==> src/rtl/apa102_ws2812_pkg.sv <==
// Shared constants and types for the APA102 to WS2812 bridge.
// Holds the LED record layout and the transmitter state encoding.
package apa102_ws2812_pkg;
  localparam logic [2:0] APA_HDR     = 3'b111;
  localparam int         START_ZEROS = 32;

  typedef struct packed {
    logic [4:0] bright;
    logic [7:0] r;
    logic [7:0] g;
    logic [7:0] b;
  } led_t;

  typedef enum logic {TX_IDLE, TX_SEND} tx_state_t;
endpackage

==> src/rtl/apa102_ws2812_bridge_if.sv <==
// Tiny Tapeout user-core pin bundle.
// The wrapper or bench is the master; the core is the slave.
interface apa102_ws2812_bridge_if;
  logic       ena;
  logic [7:0] ui_in;
  logic [7:0] uo_out;
  logic [7:0] uio_in;
  logic [7:0] uio_out;
  logic [7:0] uio_oe;

  modport master (output ena, ui_in, uio_in, input uo_out, uio_out, uio_oe);
  modport slave  (input ena, ui_in, uio_in, output uo_out, uio_out, uio_oe);
endinterface

==> src/rtl/ws2812_tx.sv <==
// Dual-pin WS2812 serialiser: raw and scaled GRB words share one bit timer.
// ready is high when idle or on the final cycle of the last bit, allowing gapless reload.
module ws2812_tx
  import apa102_ws2812_pkg::*;
#(
  parameter int T0H_CYC = 4,
  parameter int T1H_CYC = 8,
  parameter int BIT_CYC = 12
) (
  input  logic        clk,
  input  logic        rst,
  input  logic        load,
  input  logic [23:0] raw_grb,
  input  logic [23:0] scl_grb,
  output logic        dout_raw,
  output logic        dout_scl,
  output logic        busy,
  output logic        ready
);
  localparam int            CW       = $clog2(BIT_CYC);
  localparam logic [CW-1:0] LAST_CYC = CW'(BIT_CYC - 1);
  localparam logic [CW-1:0] T0H      = CW'(T0H_CYC);
  localparam logic [CW-1:0] T1H      = CW'(T1H_CYC);

  tx_state_t     state_q, state_d;
  logic [CW-1:0] cyc_q;
  logic [4:0]    bit_q;
  logic [23:0]   raw_q, scl_q;
  logic          last_cyc, last_bit;

  assign last_cyc = (cyc_q == LAST_CYC);
  assign last_bit = (bit_q == 5'd23);

  always_ff @(posedge clk) begin
    if (rst) state_q <= TX_IDLE;
    else     state_q <= state_d;
  end

  always_comb begin
    state_d = state_q;
    ready   = (state_q == TX_IDLE) || (last_cyc && last_bit);
    case (state_q)
      TX_IDLE: if (load) state_d = TX_SEND;
      TX_SEND: if (last_cyc && last_bit && !load) state_d = TX_IDLE;
      default: state_d = TX_IDLE;
    endcase
  end

  always_ff @(posedge clk) begin
    if (rst) begin
      cyc_q <= '0;
      bit_q <= '0;
    end else if (load) begin
      cyc_q <= '0;
      bit_q <= '0;
    end else if (state_q == TX_SEND) begin
      if (last_cyc) begin
        cyc_q <= '0;
        bit_q <= bit_q + 5'd1;
      end else begin
        cyc_q <= cyc_q + CW'(1);
      end
    end
  end

  // Data shifters carry no reset; the state register gates the pins.
  always_ff @(posedge clk) begin
    if (load) begin
      raw_q <= raw_grb;
      scl_q <= scl_grb;
    end else if (state_q == TX_SEND && last_cyc) begin
      raw_q <= {raw_q[22:0], 1'b0};
      scl_q <= {scl_q[22:0], 1'b0};
    end
  end

  assign busy     = (state_q == TX_SEND);
  assign dout_raw = busy && (cyc_q < (raw_q[23] ? T1H : T0H));
  assign dout_scl = busy && (cyc_q < (scl_q[23] ? T1H : T0H));
endmodule

==> src/rtl/apa102_ws2812_bridge.sv <==
// APA102 receiver, one-entry frame queue and brightness scaler feeding ws2812_tx.
// uo_out: [0] raw, [1] scaled, [2] sticky overflow, [3] busy.
module apa102_ws2812_bridge
  import apa102_ws2812_pkg::*;
#(
  parameter int T0H_CYC = 4,
  parameter int T1H_CYC = 8,
  parameter int BIT_CYC = 12
) (
  input logic                   clk,
  input logic                   rst,
  apa102_ws2812_bridge_if.slave tt
);
  localparam logic [5:0] ZERO_MAX = 6'(START_ZEROS);

  function automatic logic [7:0] scale_chan(input logic [7:0] c, input logic [4:0] br);
    logic [12:0] prod;
    prod = 13'(c) * 13'({1'b0, br} + 6'd1);
    return prod[12:5];
  endfunction

  logic sck_p0, sck_p1, sck_p2, sda_p0, sda_p1, sck_rise;

  always_ff @(posedge clk) begin
    if (rst) {sck_p0, sck_p1, sck_p2} <= '0;
    else     {sck_p0, sck_p1, sck_p2} <= {tt.ui_in[0], sck_p0, sck_p1};
  end

  always_ff @(posedge clk) begin
    {sda_p0, sda_p1} <= {tt.ui_in[1], sda_p0};
  end

  assign sck_rise = sck_p1 & ~sck_p2;

  // Receiver: the zero-run realigns bit_cnt on every start frame.
  logic [31:0] shift_q, word_nxt;
  logic [4:0]  bit_cnt;
  logic [5:0]  zero_run, zero_nxt;
  logic        frame_done;

  always_comb begin
    word_nxt   = {shift_q[30:0], sda_p1};
    zero_nxt   = sda_p1 ? 6'd0 : ((zero_run == ZERO_MAX) ? zero_run : zero_run + 6'd1);
    frame_done = sck_rise && (zero_nxt != ZERO_MAX) && (bit_cnt == 5'd31) &&
                 (word_nxt[31:29] == APA_HDR) && (word_nxt != 32'hFFFF_FFFF);
  end

  always_ff @(posedge clk) begin
    if (rst) begin
      bit_cnt  <= '0;
      zero_run <= '0;
    end else if (sck_rise) begin
      zero_run <= zero_nxt;
      bit_cnt  <= (zero_nxt == ZERO_MAX) ? 5'd0 : bit_cnt + 5'd1;
    end
  end

  always_ff @(posedge clk) begin
    if (sck_rise) shift_q <= word_nxt;
  end

  // Holding register between receiver and transmitter.
  led_t hold_q;
  logic hold_full, overflow, tx_ready, tx_busy, tx_load, dout_raw, dout_scl;

  assign tx_load = hold_full & tx_ready;

  always_ff @(posedge clk) begin
    if (rst) begin
      hold_full <= 1'b0;
      overflow  <= 1'b0;
    end else begin
      if (frame_done && hold_full) overflow <= 1'b1;
      if (frame_done && !hold_full) hold_full <= 1'b1;
      else if (tx_load)             hold_full <= 1'b0;
    end
  end

  always_ff @(posedge clk) begin
    if (frame_done && !hold_full)
      hold_q <= {word_nxt[28:24], word_nxt[7:0], word_nxt[15:8], word_nxt[23:16]};
  end

  ws2812_tx #(
    .T0H_CYC(T0H_CYC),
    .T1H_CYC(T1H_CYC),
    .BIT_CYC(BIT_CYC)
  ) u_tx (
    .clk     (clk),
    .rst     (rst),
    .load    (tx_load),
    .raw_grb ({hold_q.g, hold_q.r, hold_q.b}),
    .scl_grb ({scale_chan(hold_q.g, hold_q.bright),
               scale_chan(hold_q.r, hold_q.bright),
               scale_chan(hold_q.b, hold_q.bright)}),
    .dout_raw(dout_raw),
    .dout_scl(dout_scl),
    .busy    (tx_busy),
    .ready   (tx_ready)
  );

  assign tt.uo_out  = {4'b0000, tx_busy | hold_full, overflow, dout_scl, dout_raw};
  assign tt.uio_out = 8'h00;
  assign tt.uio_oe  = 8'h00;

  logic unused_ok;
  assign unused_ok = &{1'b0, tt.ena, tt.ui_in[7:2], tt.uio_in};
endmodule

==> src/flat_wrapper.sv <==
// flat-port wrapper written by rule: the top's interface ports become plain ports
module apa102_ws2812_bridge_flat import apa102_ws2812_pkg::*;
#(
  parameter int T0H_CYC = 4,
  parameter int T1H_CYC = 8,
  parameter int BIT_CYC = 12
)
  (clk, rst, tt_ena, tt_ui_in, tt_uio_in, tt_uo_out, tt_uio_out, tt_uio_oe);
  apa102_ws2812_bridge_if tt_i ();
  input logic clk;
  input logic rst;
  input wire logic [$bits(tt_i.ena)-1:0] tt_ena;
  input wire logic [$bits(tt_i.ui_in)-1:0] tt_ui_in;
  input wire logic [$bits(tt_i.uio_in)-1:0] tt_uio_in;
  output wire logic [$bits(tt_i.uo_out)-1:0] tt_uo_out;
  output wire logic [$bits(tt_i.uio_out)-1:0] tt_uio_out;
  output wire logic [$bits(tt_i.uio_oe)-1:0] tt_uio_oe;
  assign tt_i.ena = tt_ena;
  assign tt_i.ui_in = tt_ui_in;
  assign tt_i.uio_in = tt_uio_in;
  assign tt_uo_out = tt_i.uo_out;
  assign tt_uio_out = tt_i.uio_out;
  assign tt_uio_oe = tt_i.uio_oe;
  apa102_ws2812_bridge #(.T0H_CYC(T0H_CYC), .T1H_CYC(T1H_CYC), .BIT_CYC(BIT_CYC)) u_core (.clk(clk), .rst(rst), .tt(tt_i));
endmodule
==> config.mk <==
export PLATFORM = sky130hd
export DESIGN_NAME = apa102_ws2812_bridge_flat
export DESIGN_NICKNAME = d
export VERILOG_FILES = /design/src/rtl/apa102_ws2812_pkg.sv /design/src/rtl/apa102_ws2812_bridge_if.sv /design/src/rtl/ws2812_tx.sv /design/src/rtl/apa102_ws2812_bridge.sv /design/src/flat_wrapper.sv
export SDC_FILE = /design/constraint.sdc
export NUM_CORES = 1
export LEC_CHECK = 0
export ABC_AREA = 0
export CORE_UTILIZATION = 51
export DETAILED_ROUTE_END_ITERATION = 10
export GPL_TIMING_DRIVEN = 0
export PLACE_DENSITY = 0.79
export SYNTH_ARGS = -nofsm -noshare
export SYNTH_HDL_FRONTEND = slang
export SYNTH_HIERARCHICAL = 1
export SYNTH_SLANG_ARGS = --single-unit
==> constraint.sdc <==
create_clock -name clk -period 6.4 [get_ports clk]
set_input_delay 0.64 -clock clk [delete_from_list [all_inputs] [get_ports clk]]
set_output_delay 0.64 -clock clk [all_outputs]
set_load 0.01 [all_outputs]
==> results of run 1 <==
-- power by group through the flow --
stage / Clock, µW / Sequential [µW] / Combinational (µW)
2_1_floorplan: 0 / 974 / 24.4
3_3_place_gp: 0 / 977 / 29.2
3_5_place_dp: 0 / 977 / 29.5
4_1_cts: 972 / 958 / 29.6
5_1_grt: 1010 / 959 / 33.0
6_report: 955 / 958 / 29.8
-- cells by family (layout without fill, tap and decap cells) --
family | after synthesis | after routing | synth area share, %
AND/OR/NAND/NOR | 269 | 269 | 15.8
buffers and inverters | 161 | 203 | 7.50
flip-flops | 136 | 136 | 40.3
adder cells (fa/ha/maj) | 132 | 132 | 23.0
AO/OA/AOI/OAI | 63 | 63 | 4.29
multiplexers | 49 | 49 | 5.81
XOR/XNOR | 35 | 35 | 3.25
other | 1 | 20 | 0.0398
-- metrics by stage --
step	util (%)	cells	worst slack, ns
final	58.2	1136	0.487
after global routing	58.2	1136	0.194
after CTS	58.2	1136	0.532
after detailed placement	55.0	1104	0.635
after global placement	54.7	1101	0.692
after floorplan	-	865	1.67
-- placed cells by master (no fill, tap or decap), drive strengths merged, types with 11 or more instances in the layout --
master and instances:
conb 20, nor3 11, fa 69, nand2b 11
clkbuf 36, nor2b 19, mux2 46, nor2 38
ha 63, inv 121, o21ai 16, edfxtp 108
a21oi 23, nand2 57, and2 77, buf 35
xnor2 26, nand4 11, dfxtp 28
-- state kept, by name (all words and copies together), names as in the netlist --
name	count
u_core/bit_cnt	5
u_core/u_tx/bit_q	5
u_core/shift_q	31
u_core/sda_p0	1
u_core/hold_full	1
u_core/sck_p0	1
u_core/u_tx/cyc_q	4
u_core/overflow	1
u_core/u_tx/raw_q	24
u_core/zero_run	6
u_core/u_tx/scl_q	24
u_core/u_tx/busy	1
u_core/sck_p2	1
u_core/sda_p1	1
u_core/hold_q	29
u_core/sck_p1	1
-- how the worst max path moves through the flow --
stage | depth (start not counted) | to | from | slack (ns)
floorplan | 18 | u_core/u_tx/scl_q[15]$_DFFE_PP_ | u_core/hold_q[24]$_DFFE_PP_ | 1.67
global placement | 18 | u_core/u_tx/scl_q[23]$_DFFE_PP_ | u_core/hold_q[24]$_DFFE_PP_ | 0.69
detailed placement | 18 | u_core/u_tx/scl_q[23]$_DFFE_PP_ | u_core/hold_q[24]$_DFFE_PP_ | 0.64
CTS | 18 | u_core/u_tx/scl_q[23]$_DFFE_PP_ | u_core/hold_q[24]$_DFFE_PP_ | 0.53
global route | 18 | u_core/u_tx/scl_q[23]$_DFFE_PP_ | u_core/hold_q[24]$_DFFE_PP_ | 0.19
finish | 18 | u_core/u_tx/scl_q[23]$_DFFE_PP_ | u_core/hold_q[24]$_DFFE_PP_ | 0.49
-- layout make-up --
class                   instances  share of cell area [%]
repair buffers                 10                    1.07
multi-input cells             568                    47.7
flip-flops and latches        136                    36.3
clock inverters                10                   0.752
well taps                     229                    2.73
plain buffers                  46                    2.63
clock buffers                  22                    4.74
inverters                     115                    4.12
-- per-layer routing --
layer	wire, µm	vias up	share of wire (%)	GRT usage [%]
met3	662	28	3.7	3.44
li1	-	2876	-	-
met2	8760	137	50	34.0
met4	305	0	1.7	7.85
met5	0	-	0	0
met1	7960	2903	45	27.1
-- worst register-to-register path, stage by stage, from the launching register on --
cell and delay [ns]:
edfxtp_1 0.51, clkbuf_1 0.47, nand3_1 0.23, xnor2_1 0.56, clkbuf_1 0.39, and2_1 0.21, fa_1 0.46, fa_1 0.55
inv_1 0.05, fa_1 0.53, inv_1 0.04, ha_1 0.31, o21a_1 0.12, o21ai_0 0.11, o31ai_2 0.43, nor4_1 0.12
nor3_2 0.20, xnor2_1 0.08, mux2_2 0.28
==> impl_metrics.py, run 1 <==
metrics = {
    "status": {
        "outcome": "completed",
    },
    "placed_design": {
        "dp_hpwl_mm": 12.7,
        "place_congestion": 0.850,
        "port_buffers": 7,
        "post_dp_cell_area_um2": 9910,
    },
    "power": {
        "power_switching_share_pct": 21.5,
        "power_frac_clock_pct": 49.2,
        "pwr-share-seq_pct": 49.3,
        "p_leak_uw": 0.00444,
        "power_uw": 1940,
        "powerDensity_nw_per_um2": 185,
        "p_switching_uw": 419,
        "vdd_drop_max_v": 0.000188,
        "p_comb_share_pct": 1.5,
        "internal_power_uw": 1520,
    },
    "sta": {
        "holdWs_ns": 0.325,
        "tightest_slew_ns": 1.25,
        "rsz0062_at_grt": "no",
        "hold_viol": 0,
        "max_slew_margin_pct": 16.2,
        "setup_viol": 0,
        "min_period_ns": 5.91,
        "tns_ns": 0,
        "drv_slew": 0,
        "timing.clock.skew_ns": 0.0109,
        "fin_crit_sh_pct": 92.4,
        "fmax_ghz": 0.169,
    },
    "worst_setup_path": {
        "crit_top_cell": "fa_1",
        "end_kind": "register",
        "timing.rr.end": "u_core/u_tx/scl_q[23]$_DFFE_PP_",
        "critPathKind": "register to register",
        "crit_chain": "clkbuf_1 > nand3_1 > xnor2_1 > clkbuf_1 > and2_1 > fa_1 > fa_1 > inv_1 > fa_1 > inv_1 > ha_1 > o21a_1 > o21ai_0 > o31ai_2 > nor4_1 > nor3_2 > xnor2_1 > mux2_2",
        "crit_path_top_delay_cell": "xnor2_1",
        "critPathMaxFanout": 10,
        "cpPeakStageDelay_ns": 0.56,
        "rr_worst_depth": 18,
        "crit_required_ns": 6.56,
        "worstSetupStartpointType": "register",
        "reg2reg_from": "u_core/hold_q[24]$_DFFE_PP_",
        "cp.arrival_ns": 6.08,
        "r2r_slack_ns": 0.49,
        "cp_num_buf_inv": 4,
        "cp_top_family": "adder cells",
    },
    "clocking": {
        "ctsHoldBuffers": 0,
        "clkSlewWorstSetupHoldPaths_ns": 0.06,
        "clock_latency_ns": 0.42,
        "htree_levels": 4,
        "cts_max_path_buffers": 2,
        "postCtsSetupBuffers": 0,
        "cts_tree": "built",
        "ctsResizeCount": 0,
        "clockRootBuffer": "clkbuf_16",
        "cts_sinks": 136,
        "numCtsBuffers": 17,
    },
    "finish": {
        "diodes": 0,
        "layout-drive-gt1-share_pct": 14.2,
        "fin_area_um2": 10500,
        "area_growth_pct": 11.2,
        "seqCellArea_um2": 3800,
        "n_fill_cell": 1473,
        "nNetsFinal": 1045,
        "multi_input_area_um2": 5000,
    },
    "routing": {
        "wire_per_inst_um": 15.6,
        "drc": 0,
        "vias": 5944,
        "finalWirelength_mm": 17.7,
        "post_drt_via_cell_ratio": 5.23,
        "drt_iter0_markers": 377,
        "postRouteAntennaNets": 0,
        "first_pass_iters": 5,
    },
    "run": {
        "maxCapViolCount": 0,
    },
    "die": {
        "rows": 49,
        "fp.dieH_um": 138,
        "start_util_pct": 52.3,
        "io_pins": 43,
        "fp.dieW_um": 138,
        "floorplan.core_area_um2": 18000,
        "die-area_um2": 19000,
    },
    "logic_synthesis": {
        "yosysSeqAreaShare_pct": 40.3,
        "syn-mean-instance-area_um2": 11.1,
        "synth_edf_count": 108,
        "ys_ff_latch": 136,
        "syn_area_um2": 9430,
        "yosysMostFrequentCell": "inv_1",
        "synth.distinct_cells": 58,
        "yosysTopAreaCellShare_pct": 34.4,
        "ys_warn_count": 6,
        "ys_top_cells_by_area": "edfxtp_1, fa_1, ha_1, dfxtp_1, mux2_2",
        "synth_top_flop_cell": "edfxtp_1",
        "synth_commonest_cells": "inv_1, edfxtp_1, and2_1, fa_1, ha_1",
        "synthCells": 846,
        "synth_top_area_cell": "edfxtp_1",
        "async_flop_share_pct": 0,
    },
    "min_path": {
        "holdCritPathClass": "register to register",
        "hold-path-endpoint": "u_core/sda_p1$_DFF_P_",
        "min-delay-start": "u_core/sda_p0$_DFF_P_",
        "worst_hold_path.num_cells": 0,
    },
    "global_route": {
        "grt_start_max_net_pins": 40,
        "grt_pass1_vias": 6066,
        "grt-ovfl-total": 0,
        "grt_antenna_before_repair": 0,
        "grt_use_total_pct": 20.6,
        "grt_first_pass_wirelength_mm": 29.6,
    },
}
Note: power is estimated with default switching activity, not from simulation.
==> run 2, diff against run 1 <==
--- a/config.mk
+++ b/config.mk
@@ -6,10 +6,10 @@
 export NUM_CORES = 1
 export LEC_CHECK = 0
 export ABC_AREA = 0
-export CORE_UTILIZATION = 51
+export CORE_UTILIZATION = 35
 export DETAILED_ROUTE_END_ITERATION = 10
 export GPL_TIMING_DRIVEN = 0
-export PLACE_DENSITY = 0.79
+export PLACE_DENSITY = 0.61
 export SYNTH_ARGS = -nofsm -noshare
 export SYNTH_HDL_FRONTEND = slang
 export SYNTH_HIERARCHICAL = 1
==> impl_metrics.py, run 2 (synthesis gave the netlist of run 1 again) <==
metrics = {
    "clocking": {
        "cts_sinks": 136,
        "ctsHoldBuffers": 0,
        "cts_max_path_buffers": 2,
        "htree_levels": 4,
        "numCtsBuffers": 17,
        "postCtsSetupBuffers": 0,
        "ctsResizeCount": 0,
        "clkSlewWorstSetupHoldPaths_ns": 0.06,
        "clock_latency_ns": 0.42,
        "cts_tree": "built",
        "clockRootBuffer": "clkbuf_16",
    },
    "finish": {
        "largest-register": "u_core/shift_q",
        "diodes": 0,
        "layout-drive-gt1-share_pct": 14.2,
        "top_regs": "u_core/shift_q x31, u_core/hold_q x29",
        "final_cell_mix": "inv_1, edfxtp_1, and2_1",
        "fin_area_um2": 10600,
        "largest_reg_flops": 31,
        "final_common_cell": "inv_1",
        "area_growth_pct": 12.9,
        "nNetsFinal": 1046,
    },
    "worst_setup_path": {
        "critPathKind": "register to register",
        "critPathMaxFanout": 10,
        "cp.arrival_ns": 6.02,
        "reg2reg_from": "u_core/hold_q[24]$_DFFE_PP_",
        "crit_path_top_delay_cell": "xnor2_1",
        "crit_required_ns": 6.57,
        "cp.depth": 18,
        "r2r_slack_ns": 0.55,
        "cpPeakStageDelay_ns": 0.56,
        "crit_top_cell": "fa_1",
        "end_kind": "register",
        "worstSetupStartpointType": "register",
        "rr_worst_depth": 18,
        "crit_start": "u_core/hold_q[24]$_DFFE_PP_",
        "crit_chain": "clkbuf_1 > nand3_1 > xnor2_1 > clkbuf_1 > and2_1 > fa_1 > fa_1 > inv_1 > fa_1 > inv_1 > ha_1 > o21a_1 > o21ai_0 > o31ai_2 > nor4_1 > nor3_2 > xnor2_1 > mux2_2",
        "critPathCapture": "u_core/u_tx/scl_q[23]$_DFFE_PP_",
        "cp_top_family": "adder cells",
        "timing.rr.end": "u_core/u_tx/scl_q[23]$_DFFE_PP_",
        "cp_num_buf_inv": 4,
    },
    "die": {
        "io_pins": 43,
        "die-area_um2": 27600,
        "fp.dieH_um": 166,
        "rows": 59,
        "start_util_pct": 35.9,
        "fp.dieW_um": 166,
        "floorplan.core_area_um2": 26300,
    },
    "sta": {
        "rsz0062_at_grt": "no",
        "max_slew_margin_pct": 48.2,
        "hold_viol": 0,
        "tightest_slew_ns": 0.772,
        "tns_ns": 0,
        "drv_slew": 0,
        "fin_crit_sh_pct": 91.4,
        "fmax_ghz": 0.171,
        "min_period_ns": 5.85,
        "timing.clock.skew_ns": 0.0120,
        "setup_viol": 0,
    },
    "routing": {
        "vias": 5821,
        "topRoutingLayerUsed": "met4",
        "first_pass_iters": 4,
        "drt_iter0_markers": 306,
        "postRouteAntennaNets": 0,
        "wire_per_inst_um": 14.3,
        "post_drt_via_cell_ratio": 4.68,
        "drc": 0,
        "wl_met1_mm": 8.67,
        "wl_met2_mm": 8.37,
        "finalWirelength_mm": 17.7,
        "wl_met3_um": 462,
    },
    "placed_design": {
        "place_congestion": 0.808,
        "port_buffers": 7,
        "post_dp_cell_area_um2": 10000,
        "dp_hpwl_mm": 13.1,
    },
    "power": {
        "power_frac_clock_pct": 49.3,
        "p_leak_uw": 0.00444,
        "p_switching_uw": 415,
        "internal_power_uw": 1540,
        "p_comb_share_pct": 1.6,
        "vdd_drop_max_v": 0.000183,
        "power_switching_share_pct": 21.3,
        "pwr-share-seq_pct": 49.1,
        "powerDensity_nw_per_um2": 183,
    },
    "min_path": {
        "holdCritPathClass": "register to register",
    },
    "global_route": {
        "grt-ovfl-total": 0,
        "grt_start_max_net_pins": 40,
        "grt_pass1_vias": 5924,
        "grt_antenna_before_repair": 0,
        "grt_use_total_pct": 13.8,
        "grt_first_pass_wirelength_mm": 30.2,
    },
    "status": {
        "outcome": "completed",
    },
    "run": {
        "maxCapViolCount": 0,
    },
}
run 2: worst min-delay path by stage:
stage,depth (start not counted),to,start
global placement,0,u_core/sda_p1$_DFF_P_,u_core/sda_p0$_DFF_P_
global route,0,u_core/sda_p1$_DFF_P_,u_core/sda_p0$_DFF_P_
detailed placement,0,u_core/sda_p1$_DFF_P_,u_core/sda_p0$_DFF_P_
CTS,0,u_core/sda_p1$_DFF_P_,u_core/sda_p0$_DFF_P_
floorplan,0,u_core/sda_p1$_DFF_P_,u_core/sda_p0$_DFF_P_
finish,0,u_core/sda_p1$_DFF_P_,u_core/sda_p0$_DFF_P_
run 2: layout make-up:
class                           instances  area, µm²
Inverter                              115        432
Buffer                                 46        275
Clock buffer                           21        464
Timing Repair Buffer                   11        140
Sequential cell                       136       3800
Clock inverter                         11        111
Tap cell                              335        419
Multi-Input combinational cell        568       5000
Fill cell                            2525      15600
run 2: power by group through the flow:
stage,clock [µW],sequential (µW),combinational (µW)
final,961,958,31.5
after global routing,1020,958,34.4
after CTS,989,958,29.9
after detailed placement,0,977,29.7
after global placement,0,977,29.5
after floorplan,0,974,24.4
run 2: metrics by stage:
step	setup WS [ns]	power, µW	hold WS (ns)	util, %	instances
4_1_cts	0.496	1980	0.326	40.4	1242
3_5_place_dp	0.541	1010	0.312	38.2	1210
2_1_floorplan	1.67	999	0.310	-	865
6_report	0.552	1950	0.325	40.5	1243
5_1_grt	0.0745	2020	0.333	40.5	1243
3_3_place_gp	0.526	1010	0.312	38.0	1207
run 2: metal layers:
| metal | vias to the layer above | global-route usage [%] |
|---|---|---|
| met3 | 19 | 2.69 |
| met2 | 63 | 22.7 |
| met5 | - | 0 |
| li1 | 2875 | - |
| met4 | 0 | 4.06 |
| met1 | 2864 | 18.4 |
==> run 3, diff against run 2 <==
--- a/config.mk
+++ b/config.mk
@@ -7,9 +7,11 @@
 export LEC_CHECK = 0
 export ABC_AREA = 0
 export CORE_UTILIZATION = 35
+export CTS_CLUSTER_SIZE = 12
 export DETAILED_ROUTE_END_ITERATION = 10
 export GPL_TIMING_DRIVEN = 0
 export PLACE_DENSITY = 0.61
+export SLEW_MARGIN = 20
 export SYNTH_ARGS = -nofsm -noshare
 export SYNTH_HDL_FRONTEND = slang
 export SYNTH_HIERARCHICAL = 1
==> impl_metrics.py, run 3 (synthesis gave the netlist of run 1 again) <==
metrics = {
    "status": {
        "outcome": "completed",
    },
    "min_path": {
        "worst_hold_path.num_cells": 0,
        "min-delay-start": "u_core/sda_p0$_DFF_P_",
        "holdCritPathClass": "register to register",
        "hold-path-endpoint": "u_core/sda_p1$_DFF_P_",
    },
    "sta": {
        "setup_ws_ns": 0.468,
        "fmax_ghz": 0.169,
        "drv_slew": 0,
        "max_slew_margin_pct": 52.4,
        "hold_viol": 0,
        "setup_viol": 0,
        "fin_crit_sh_pct": 92.7,
        "timing.clock.skew_ns": 0.0120,
        "rsz0062_at_grt": "no",
        "tns_ns": 0,
        "min_period_ns": 5.93,
        "tightest_slew_ns": 0.715,
        "holdWs_ns": 0.325,
    },
    "routing": {
        "vias": 5864,
        "wire_per_inst_um": 14.4,
        "post_drt_via_cell_ratio": 4.72,
        "first_pass_iters": 5,
        "postRouteAntennaNets": 0,
        "drt_iter0_markers": 296,
        "finalWirelength_mm": 17.8,
        "drc": 0,
    },
    "finish": {
        "final_cell_mix": "inv_1, edfxtp_1, and2_1",
        "diodes": 0,
        "area_growth_pct": 12.5,
        "n_fill_cell": 2524,
        "nNetsFinal": 1045,
        "fin_cells": 1242,
        "final_common_cell": "inv_1",
        "largest-register": "u_core/shift_q",
        "top_regs": "u_core/shift_q x31, u_core/hold_q x29",
        "layout-drive-gt1-share_pct": 14.2,
        "largest_reg_flops": 31,
    },
    "die": {
        "io_pins": 43,
        "fp.dieW_um": 166,
        "start_util_pct": 35.9,
        "fp.dieH_um": 166,
        "floorplan.core_area_um2": 26300,
        "rows": 59,
        "die-area_um2": 27600,
    },
    "global_route": {
        "grt_antenna_before_repair": 0,
        "grt_use_total_pct": 13.8,
        "grt-ovfl-total": 0,
        "grt_first_pass_wirelength_mm": 30.2,
        "grt_pass1_vias": 5963,
        "grt_start_max_net_pins": 49,
    },
    "clocking": {
        "clkSlewWorstSetupHoldPaths_ns": 0.06,
        "ctsHoldBuffers": 0,
        "cts_sinks": 136,
        "htree_levels": 4,
        "postCtsSetupBuffers": 0,
        "clockRootBuffer": "clkbuf_16",
        "clock_latency_ns": 0.42,
        "cts_max_path_buffers": 2,
        "cts_tree": "built",
        "ctsResizeCount": 0,
        "numCtsBuffers": 17,
    },
    "placed_design": {
        "dp_hpwl_mm": 12.9,
        "port_buffers": 7,
        "place_congestion": 0.808,
        "preCtsSetupSlack_ns": 0.535,
        "placed_cells": 1210,
    },
    "worst_setup_path": {
        "cp.arrival_ns": 6.10,
        "worstSetupStartpointType": "register",
        "r2r_slack_ns": 0.47,
        "critPathMaxFanout": 10,
        "critPathKind": "register to register",
        "reg2reg_from": "u_core/hold_q[24]$_DFFE_PP_",
        "timing.rr.end": "u_core/u_tx/scl_q[23]$_DFFE_PP_",
        "crit_required_ns": 6.56,
        "rr_worst_depth": 18,
        "end_kind": "register",
    },
    "power": {
        "powerDensity_nw_per_um2": 184,
        "p_leak_uw": 0.00444,
        "vdd_drop_max_v": 0.000142,
    },
    "run": {
        "maxCapViolCount": 0,
    },
}
[run 3: where the power goes]
| group | leakage [µW] | total [µW] | switching, µW | internal (µW) |
|---|---|---|---|---|
| Sequential | 0.00121 | 958 | 5.87 | 952 |
| Clock | 0.000296 | 967 | 416 | 552 |
| Combinational | 0.00294 | 29.8 | 16.5 | 13.3 |
[run 3: area by class of cell]
type | instances | area, µm² | share of cell area (%)
Multi-Input combinational cell | 568 | 5000 | 47.2
Tap cell | 335 | 419 | 3.95
Timing Repair Buffer | 10 | 96.3 | 0.908
Buffer | 46 | 275 | 2.60
Sequential cell | 136 | 3800 | 35.9
Inverter | 115 | 433 | 4.08
Clock inverter | 13 | 100 | 0.944
Clock buffer | 19 | 475 | 4.48
[run 3: routing by layer]
layer	global-route usage (%)	vias up	routed length (µm)
met3	2.24	15	354
met5	0	-	0
li1	-	2880	-
met4	4.27	0	210
met2	22.5	70	8450
met1	18.8	2899	8820
[run 3: worst max-delay path: stages (launching register included)]
cell and delay (ns):
edfxtp_1 0.55, clkbuf_1 0.45, nand3_1 0.20, xnor2_1 0.58, clkbuf_1 0.45, and2_1 0.22, fa_1 0.44, fa_1 0.54
inv_1 0.05, fa_1 0.52, inv_1 0.04, ha_1 0.31, o21a_1 0.12, o21ai_0 0.11, o31ai_2 0.43, nor4_1 0.11
nor3_2 0.21, xnor2_1 0.08, mux2_2 0.27
[run 3: per-stage QoR]
step	power, µW	util (%)	instance area [µm²]
after floorplan	999	-	9500
after global placement	1010	38.0	9990
after detailed placement	1010	38.2	10000
after CTS	1980	40.4	10600
after global routing	2020	40.4	10600
final	1960	40.4	10600
[run 3: worst max path at each step]
stage,start,end,depth (start not counted)
6_report,u_core/hold_q[24]$_DFFE_PP_,u_core/u_tx/scl_q[23]$_DFFE_PP_,18
2_1_floorplan,u_core/hold_q[24]$_DFFE_PP_,u_core/u_tx/scl_q[15]$_DFFE_PP_,18
4_1_cts,u_core/hold_q[24]$_DFFE_PP_,u_core/u_tx/scl_q[23]$_DFFE_PP_,18
5_1_grt,u_core/hold_q[24]$_DFFE_PP_,u_core/u_tx/scl_q[23]$_DFFE_PP_,18
3_5_place_dp,u_core/hold_q[24]$_DFFE_PP_,u_core/u_tx/scl_q[23]$_DFFE_PP_,18
3_3_place_gp,u_core/hold_q[24]$_DFFE_PP_,u_core/u_tx/scl_q[23]$_DFFE_PP_,18
